$ cat config.mk
export PLATFORM = sky130hd
export DESIGN_NAME = writeback_arbiter
export DESIGN_NICKNAME = d
export VERILOG_FILES = /design/src/rtl/writeback_arbiter.sv
export SDC_FILE = /design/constraint.sdc
export NUM_CORES = 1
export LEC_CHECK = 0
export CAP_MARGIN = 20
export CORE_AREA = 2 2 63 109
export CTS_CLUSTER_DIAMETER = 200
export DETAILED_ROUTE_END_ITERATION = 8
export DIE_AREA = 0 0 65 111
export GPL_ROUTABILITY_DRIVEN = 0
export GPL_TIMING_DRIVEN = 1
export PLACE_DENSITY = 0.91
export RECOVER_POWER = 100
export SLEW_MARGIN = 20
export SYNTH_ARGS = -nofsm -noshare
export SYNTH_HDL_FRONTEND = slang
export SYNTH_SLANG_ARGS = --single-unit
$ cat constraint.sdc
create_clock -name i_Clock -period 2.8 [get_ports i_Clock]
set_input_delay 0.28 -clock i_Clock [delete_from_list [all_inputs] [get_ports i_Clock]]
set_output_delay 0.28 -clock i_Clock [all_outputs]
set_load 0.02 [all_outputs]
$ cat src/rtl/writeback_arbiter.sv
// writeback_arbiter
//
// Two-source writeback arbiter in front of a single register-file write port.
// Source 0 carries ALU results, source 1 carries load results. Each cycle at
// most one source is accepted. The accepted beat is registered and presented
// on the writeback outputs one cycle later. Writes to x0 are accepted but
// produce no writeback valid.
//
// Optional feature (macro WRITEBACK_ARBITER_ROUND_ROBIN_EN):
//   defined   - conflicts go to the source not granted most recently
//   undefined - conflicts always go to source 1 (load); no last-grant state
//
// Ports:
//   i_Clock          system clock, rising-edge active
//   i_Reset          synchronous active-high reset, wins over i_Stall
//   i_Valid0/1       source request
//   i_Data0/1        32-bit result payload
//   i_Rd0/1          5-bit destination register
//   o_Ready0/1       combinational per-source accept
//   i_Stall          register-file port busy, freezes the output stage
//   o_WbValid        registered writeback valid
//   o_WbData/o_WbRd  registered writeback payload and destination
//   o_Select         registered index of the source held in o_WbData
//   o_ConflictCount  saturating count of unstalled cycles with both sources valid

module writeback_arbiter (
    input  logic        i_Clock,
    input  logic        i_Reset,
    input  logic        i_Valid0,
    input  logic [31:0] i_Data0,
    input  logic [4:0]  i_Rd0,
    input  logic        i_Valid1,
    input  logic [31:0] i_Data1,
    input  logic [4:0]  i_Rd1,
    output logic        o_Ready0,
    output logic        o_Ready1,
    input  logic        i_Stall,
    output logic        o_WbValid,
    output logic [31:0] o_WbData,
    output logic [4:0]  o_WbRd,
    output logic        o_Select,
    output logic [15:0] o_ConflictCount
);

    logic        r_WbValid;
    logic [31:0] r_WbData;
    logic [4:0]  r_WbRd;
    logic        r_Select;
    logic [15:0] r_ConflictCount;

    logic        w_Open;
    logic        w_Both;
    logic        w_Pick1;
    logic        w_Grant0;
    logic        w_Grant1;
    logic        w_Grant;
    logic [31:0] w_SelData;
    logic [4:0]  w_SelRd;
    logic        w_Conflict;

    // Transfers are only possible when neither reset nor stall holds the stage.
    assign w_Open = ~i_Reset & ~i_Stall;
    assign w_Both = i_Valid0 & i_Valid1;

`ifdef WRITEBACK_ARBITER_ROUND_ROBIN_EN
    // Index of the most recently granted source; resets to 1 so that
    // source 0 wins the first conflict.
    logic r_LastGrant;

    assign w_Pick1 = w_Both ? ~r_LastGrant : i_Valid1;

    always_ff @(posedge i_Clock) begin
        if (i_Reset) begin
            r_LastGrant <= 1'b1;
        end else if (w_Grant) begin
            r_LastGrant <= w_Grant1;
        end
    end
`else
    // Fixed priority: loads win every conflict.
    assign w_Pick1 = i_Valid1;
`endif

    assign w_Grant1  = w_Open & i_Valid1 & w_Pick1;
    assign w_Grant0  = w_Open & i_Valid0 & ~w_Pick1;
    assign w_Grant   = w_Grant0 | w_Grant1;
    assign w_SelData = w_Grant1 ? i_Data1 : i_Data0;
    assign w_SelRd   = w_Grant1 ? i_Rd1 : i_Rd0;

    assign w_Conflict = w_Open & w_Both;

    assign o_Ready0 = w_Grant0;
    assign o_Ready1 = w_Grant1;

    always_ff @(posedge i_Clock) begin
        if (i_Reset) begin
            r_WbValid       <= 1'b0;
            r_WbData        <= 32'h0;
            r_WbRd          <= 5'h0;
            r_Select        <= 1'b0;
            r_ConflictCount <= 16'h0;
        end else if (!i_Stall) begin
            if (w_Grant) begin
                // An x0 destination is consumed without a writeback.
                r_WbValid <= (w_SelRd != 5'h0);
                r_WbData  <= w_SelData;
                r_WbRd    <= w_SelRd;
                r_Select  <= w_Grant1;
            end else begin
                r_WbValid <= 1'b0;
            end
            if (w_Conflict && (r_ConflictCount != 16'hFFFF)) begin
                r_ConflictCount <= r_ConflictCount + 16'h1;
            end
        end
    end

    assign o_WbValid       = r_WbValid;
    assign o_WbData        = r_WbData;
    assign o_WbRd          = r_WbRd;
    assign o_Select        = r_Select;
    assign o_ConflictCount = r_ConflictCount;

endmodule

==> results.md, run 1 <==
* Status: completed
* Layout cells sized above 1 at 0.0396
* # DRC at 0
* Actual slew at the worst max-slew pin at 695 ps
* CTS buffer count at 5
* Fin crit share at 0.844
* Initial drt markers at roughly 150
* Arrival @ worst endpoint at roughly 2100 ps
* Via Count at 2,641
* Slowest library cell on the worst path: dlygate4sd3_1
* Clock slew at reported path FFs at 60 ps
* Avg Synthesized Cell Area at 9.28 um2
* Hpwl dp at 5690 um
* FMAX at roughly 420 MHz
* Initial Util at 0.402
* Power density cells at between 400 and 500 nW/um2
* Pleak at 1.55 nW
* Post-CTS Resized at 0
* Total Power at 0.00191 W
* Post-Synthesis Cells at 277
* Post-synthesis cell area at 2570 um2
* Hold WC Path Type: flip-flop to flip-flop
* H-tree levels at 2
* First-pass GRT wire length at 12,200 um
* N_diodes at 0
* Number of max-cap violations at 0
* Port bufs at about 140
* CP Cell Sequence: dlygate4sd3_1 > nor3b_1 > dlygate4sd3_1
* P&R area growth vs syn at 60.6%
* Vias in the first global route at 2,653
* Total track usage at 0.212
* YS warnings at 0
* Top Ports at about 140
* Crit-path max FO at 8
* Setup-failing EPs final at 0
* Fin Clk Skew at 5.59 ps
* Distinct cells, synth at 39
* Die height at 111 um
* Clock sink count at 55
* Drt pass-1 iters at 4
* Die Width at between 60 and 70 um
* Detail Route Antenna Nets at 0
* Total gr overflow at 0
* Post-synth EDFFs at 0
* Seq/Total Area, Yosys at 0.428
* Max incr delay on CP at 770 ps
* Clock Tree Buf Depth at 2
* Data required, critical path at about 2500 ps
* Worst setup EP type: output pin
* Largest net degree at the start of global routing at 76
* Post-Route Utilization at 0.646
* Yosys reg bits at 55
* Core area at roughly 6400 um2
* Average wire per standard cell at 15.0 um
* Root Buffer: clkbuf_16
* Initial antenna violation count at 0
* Final setup TNS at 0 ps
* Post-DR vias/cell at 5.43
* Worst hold slack at 483 ps
* # hold bufs at CTS at 0
* Setup CP Type: input port to output pin
* Pins Over Slew Limit at 0
* Slew HR at 0.537
* Tmin final at roughly 2400 ps
* Post-CTS setup buffers at 0
* Die Area at 7220 um2
* Predominant post-synthesis flop cell: dfxtp_1
* Drt total wl at 7310 um
* Maximum VDD drop at roughly 0.00045 V
* Most Frequent Cell on Critical Path: dlygate4sd3_1
* CTS tree: yes
* Worst-Skew Late Latency at 290 ps
* Post-synth net total at 357
* Fin. Hold Viols at 0
* Final nets at about 480
* RSZ-0062 raised after global routing: no
* Critical path startpoint category: input port
* # rows at 39
* Asr flop ratio synth at 0
power breakdown:
| part | internal, W | switching [W] | total, W |
|---|---|---|---|
| registers | 0.000819 | 0.0000177 | 0.000837 |
| clock network | 0.000445 | 0.000272 | 0.000717 |
| logic | 0.000195 | 0.000158 | 0.000353 |
| total | 0.00146 | 0.000448 | 0.00191 |
state kept, by name, indices dropped and copies added (netlist names):
name,count
o_Select,1
o_ConflictCount,16
o_WbRd,5
o_WbData,32
o_WbValid,1
area by class of cell:
type | instances | area (um2)
fillers | 540 | 2260
multi-input cells | 198 | 1350
clock inverters | 2 | 35.0
repair buffers | 139 | 1390
well taps | 82 | 103
inverters | 4 | 15.0
flip-flops and latches | 55 | 1100
clock buffers | 6 | 139
worst paths after layout:
path	startpoint	to	slack (ps)	cells past startpoint
setup / recovery	i_Stall	o_Ready1	440	3
hold reg to reg	o_Select	o_Select	480	2
hold / removal	o_Select	o_Select	480	2
setup reg to reg	o_ConflictCount[1]	o_ConflictCount[1]	970	5
routing by layer:
layer,GRT usage,routed length [um]
met5,0,0
met4,0.0851,195
met3,0.0528,454
met2,0.397,4120
met1,0.215,2550
per-stage QoR:
stage	setup slack (ps)	instances	instance area (um2)
final	437	486	4130
after global routing	295	486	4130
after CTS	661	486	4150
after detailed placement	597	478	3980
after global placement	647	478	3980
after floorplan	1070	277	2570
cells in the final DEF (no fill, tap or decap), types with 7 or more instances in the layout:
master | Yosys | routed
a211oi_1 | 38 | 38
nor2_1 | 42 | 42
nand4_1 | 6 | 7
a21oi_1 | 10 | 10
nand2_1 | 6 | 7
dfxtp_1 | 55 | 55
mux2i_1 | 37 | 37
o21ai_0 | 8 | 8
clkdlybuf4s50_1 | 0 | 76
dlygate4sd3_1 | 0 | 58
synthesized netlist by cell type, types with 3 or more instances:
| library cell | number | area (um2) |
|---|---|---|
| nand3_1 | 6 | 30.0 |
| mux2i_1 | 37 | 370 |
| o21ai_0 | 8 | 40.0 |
| buf_1 | 3 | 11.3 |
| nand2_1 | 6 | 22.5 |
| a21oi_1 | 10 | 50.1 |
| nor2_1 | 42 | 158 |
| a211oi_1 | 38 | 285 |
| nor3_1 | 5 | 25.0 |
| buf_2 | 8 | 40.0 |
| clkbuf_1 | 7 | 26.3 |
| or4_1 | 4 | 30.0 |
| dfxtp_1 | 55 | 1100 |
| o41ai_1 | 4 | 35.0 |
| or3_1 | 5 | 31.3 |
| nand4_1 | 6 | 37.5 |
| inv_1 | 4 | 15.0 |
cells by family after synthesis:
logic type / count (synthesis) / share of synthesized area
AND/OR/NAND/NOR: 89 / 0.183
AO/OA/AOI/OAI: 70 / 0.192
adder cells (fa/ha/maj): 1 / 0.00487
multiplexers: 38 / 0.148
buffers and inverters: 24 / 0.0433
flip-flops: 55 / 0.428
critical path: cells and delay by family:
kind / cells / cell delay [ps]
buffers and inverters: 2 / 1410
AND/OR/NAND/NOR: 1 / 380
Power figures use the tool's default switching activity.
==> inputs of run 2 (changes only) <==
CORE_AREA = 2 2 65 113   (was 2 2 63 109)
DIE_AREA = 0 0 67 115   (was 0 0 65 111)
PLACE_DENSITY = 0.87   (was 0.91)
clock period = 2.35 ns   (was 2.8 ns; I/O delays follow)
==> run 2 against run 1 <==
Against the previous run:
- clock-buffer cell count did not move
- sequential share of layout area fell by 0.17 points
- critical path type unchanged
- non-clock buffer count rose by 2
- die area rose by 6.8%
- flip-flop and latch count did not move
==> results.md, run 2 (same netlist as run 1, synthesis figures left out) <==
* Final setup TNS at 0 ps (unchanged)
* CTS buffer count at 5 (unchanged)
* FF+latch area at 1100 um2 (unchanged)
* Max incr delay on CP at 750 ps (-20 ps)
* Initial antenna violation count at 0 (unchanged)
* Maximum VDD drop at 0.000474 V (+6.2%)
* Post-CTS Resized at 0 (unchanged)
* Slew HR at 0.498 (-0.0389)
* Total Power at 0.00229 W (+20%)
* Clock sink count at 55 (unchanged)
* Post-CTS setup buffers at 0 (unchanged)
* Top layer reached by signal wires: met4
* Actual slew at the worst max-slew pin at 747 ps (+52.2 ps)
* Crit-path max FO at 6 (-2)
* Post-DR vias/cell at 5.43 (about the same)
* Fin. Hold Viols at 0 (unchanged)
* FILL cells at 612 (+13%)
* Drt total wl at 7410 um (+1.4%)
* Number of cells after detailed placement at 482 (+0.84%)
* Detail Route Antenna Nets at 0 (unchanged)
* Data required, critical path at 2120 ps (-400 ps)
* # DRC at 0 (unchanged)
* P&R area growth vs syn at 61.6%
* Met3 wire len at 534 um (+18%)
* Vias in the first global route at 2,674 (+0.79%)
* Arrival @ worst endpoint at 1920 ps (-160 ps)
* Hold WC Path Type: input port to flip-flop
* Via Count at 2,663 (+0.83%)
* Most Frequent Cell on Critical Path: dlygate4sd3_1
* Port bufs at 135 (unchanged)
* Final nets at 485 (+0.41%)
* H-tree levels at 2 (unchanged)
* First-pass GRT wire length at 12,400 um (+1.6%)
* Worst setup EP type: output pin
* Post-Place Setup Slack at 232 ps (-365 ps)
* CTS tree: yes
* # hold bufs at CTS at 0 (unchanged)
* FMAX at 465 MHz
* Power density cells at 550 nW/um2 (+19%)
* Fin crit share at 0.915
* Average wire per standard cell at 15.1 um (+0.54%)
* Clock Tree Buf Depth at 2 (unchanged)
* Setup-failing EPs final at 0 (unchanged)
* Tmin final at 2150 ps
* Initial Util at 0.378 (-0.0245)
* Die height at 115 um (+3.6%)
* # rows at 40 (+2.6%)
* Reg2Reg Depth at 5 (unchanged)
* Multi-input logic area at 1350 um2 (-0.19%)
* WHS Path Cells at 3 (+1)
* Most common cell after layout, fill and taps aside: clkdlybuf4s50_1
* DR WL met2 at 4100 um (-0.32%)
* Root Buffer: clkbuf_16
* Worst Setup Slack, final at 200 ps (-238 ps)
* Core area at 6810 um2 (+6.5%)
* Top Ports at 136 (unchanged)
* Slowest library cell on the worst path: dlygate4sd3_1
* Total gr overflow at 0 (unchanged)
* Hpwl dp at 5700 um (+0.34%)
* Clock slew at reported path FFs at 70 ps (about the same)
* Worst-Skew Late Latency at 290 ps (about the same)
* Critical path startpoint category: input port
* Total track usage at 0.205 (-0.00696)
* Fin Clk Skew at 1.60 ps (-3.99 ps)
* Largest net degree at the start of global routing at 53 (-30%)
* Die Width at 67 um (+3.1%)
* Met1 WL at 2560 um (+0.63%)
* Final Non-Filler Cells at 490 (+0.82%)
* Drt pass-1 iters at 5 (+1)
* Most frequent cells in the layout: clkdlybuf4s50_1 (75), dlygate4sd3_1 (59), dfxtp_1 (55)
* Layout cells sized above 1 at 0.0419 (+0.00227)
* Die Area at 7710 um2 (+6.8%)
* Pins Over Slew Limit at 0 (unchanged)
* RSZ-0062 raised after global routing: no
* Status: completed
* N_diodes at 0 (unchanged)
* Initial drt markers at 231 (+59%)
* Pleak at 1.55 nW (-0.19%)
* CP Cell Sequence: dlygate4sd3_1 > nor3b_4 > dlygate4sd3_1
* Max reg flops at 32 (unchanged)
* Setup CP Type: input port to output pin
* Number of max-cap violations at 0 (unchanged)
-- run 2: where the power goes --
part | switching, W | internal [W] | total (W) | leakage [nW]
Combinational | 0.000190 | 0.000237 | 0.000426 | 1.01
Sequential | 0.0000209 | 0.000976 | 0.000997 | 0.450
Clock | 0.000332 | 0.000530 | 0.000862 | 0.0868
-- run 2: per-layer routing --
| layer | vias to the layer above | GRT usage |
|---|---|---|
| li1 | 1300 | - |
| met1 | 1231 | 0.215 |
| met2 | 116 | 0.370 |
| met3 | 16 | 0.0558 |
| met4 | 0 | 0.0925 |
| met5 | - | 0 |
-- run 2: final cells by class --
| class | instances | area share |
|---|---|---|
| clock buffers | 6 | 0.0334 |
| flip-flops and latches | 55 | 0.265 |
| inverters | 4 | 0.00361 |
| well taps | 84 | 0.0253 |
| repair buffers | 141 | 0.340 |
| clock inverters | 2 | 0.00843 |
| multi-input cells | 198 | 0.324 |
-- run 2: per-stage QoR --
step	area, um2	hold slack [ps]	util
6_report	4160	469	0.610
5_1_grt	4160	505	0.610
4_1_cts	4180	478	0.614
3_5_place_dp	4010	489	0.589
3_3_place_gp	4010	468	0.589
2_1_floorplan	2570	384	-
-- run 2: critical path: cells and delay by family --
family,cells,cell delay (ps)
buffers and inverters,2,1370
and+or+nand+nor,1,300
-- run 2: path summary, 6_finish.rpt --
path | startpoint | endpoint | slack [ps]
worst min register to register | o_Select | o_Select | 490
worst max register to register | o_ConflictCount[0] | o_ConflictCount[1] | 340
worst max-delay path | i_Stall | o_Ready1 | 200
worst min-delay path | i_Reset | o_Select | 470
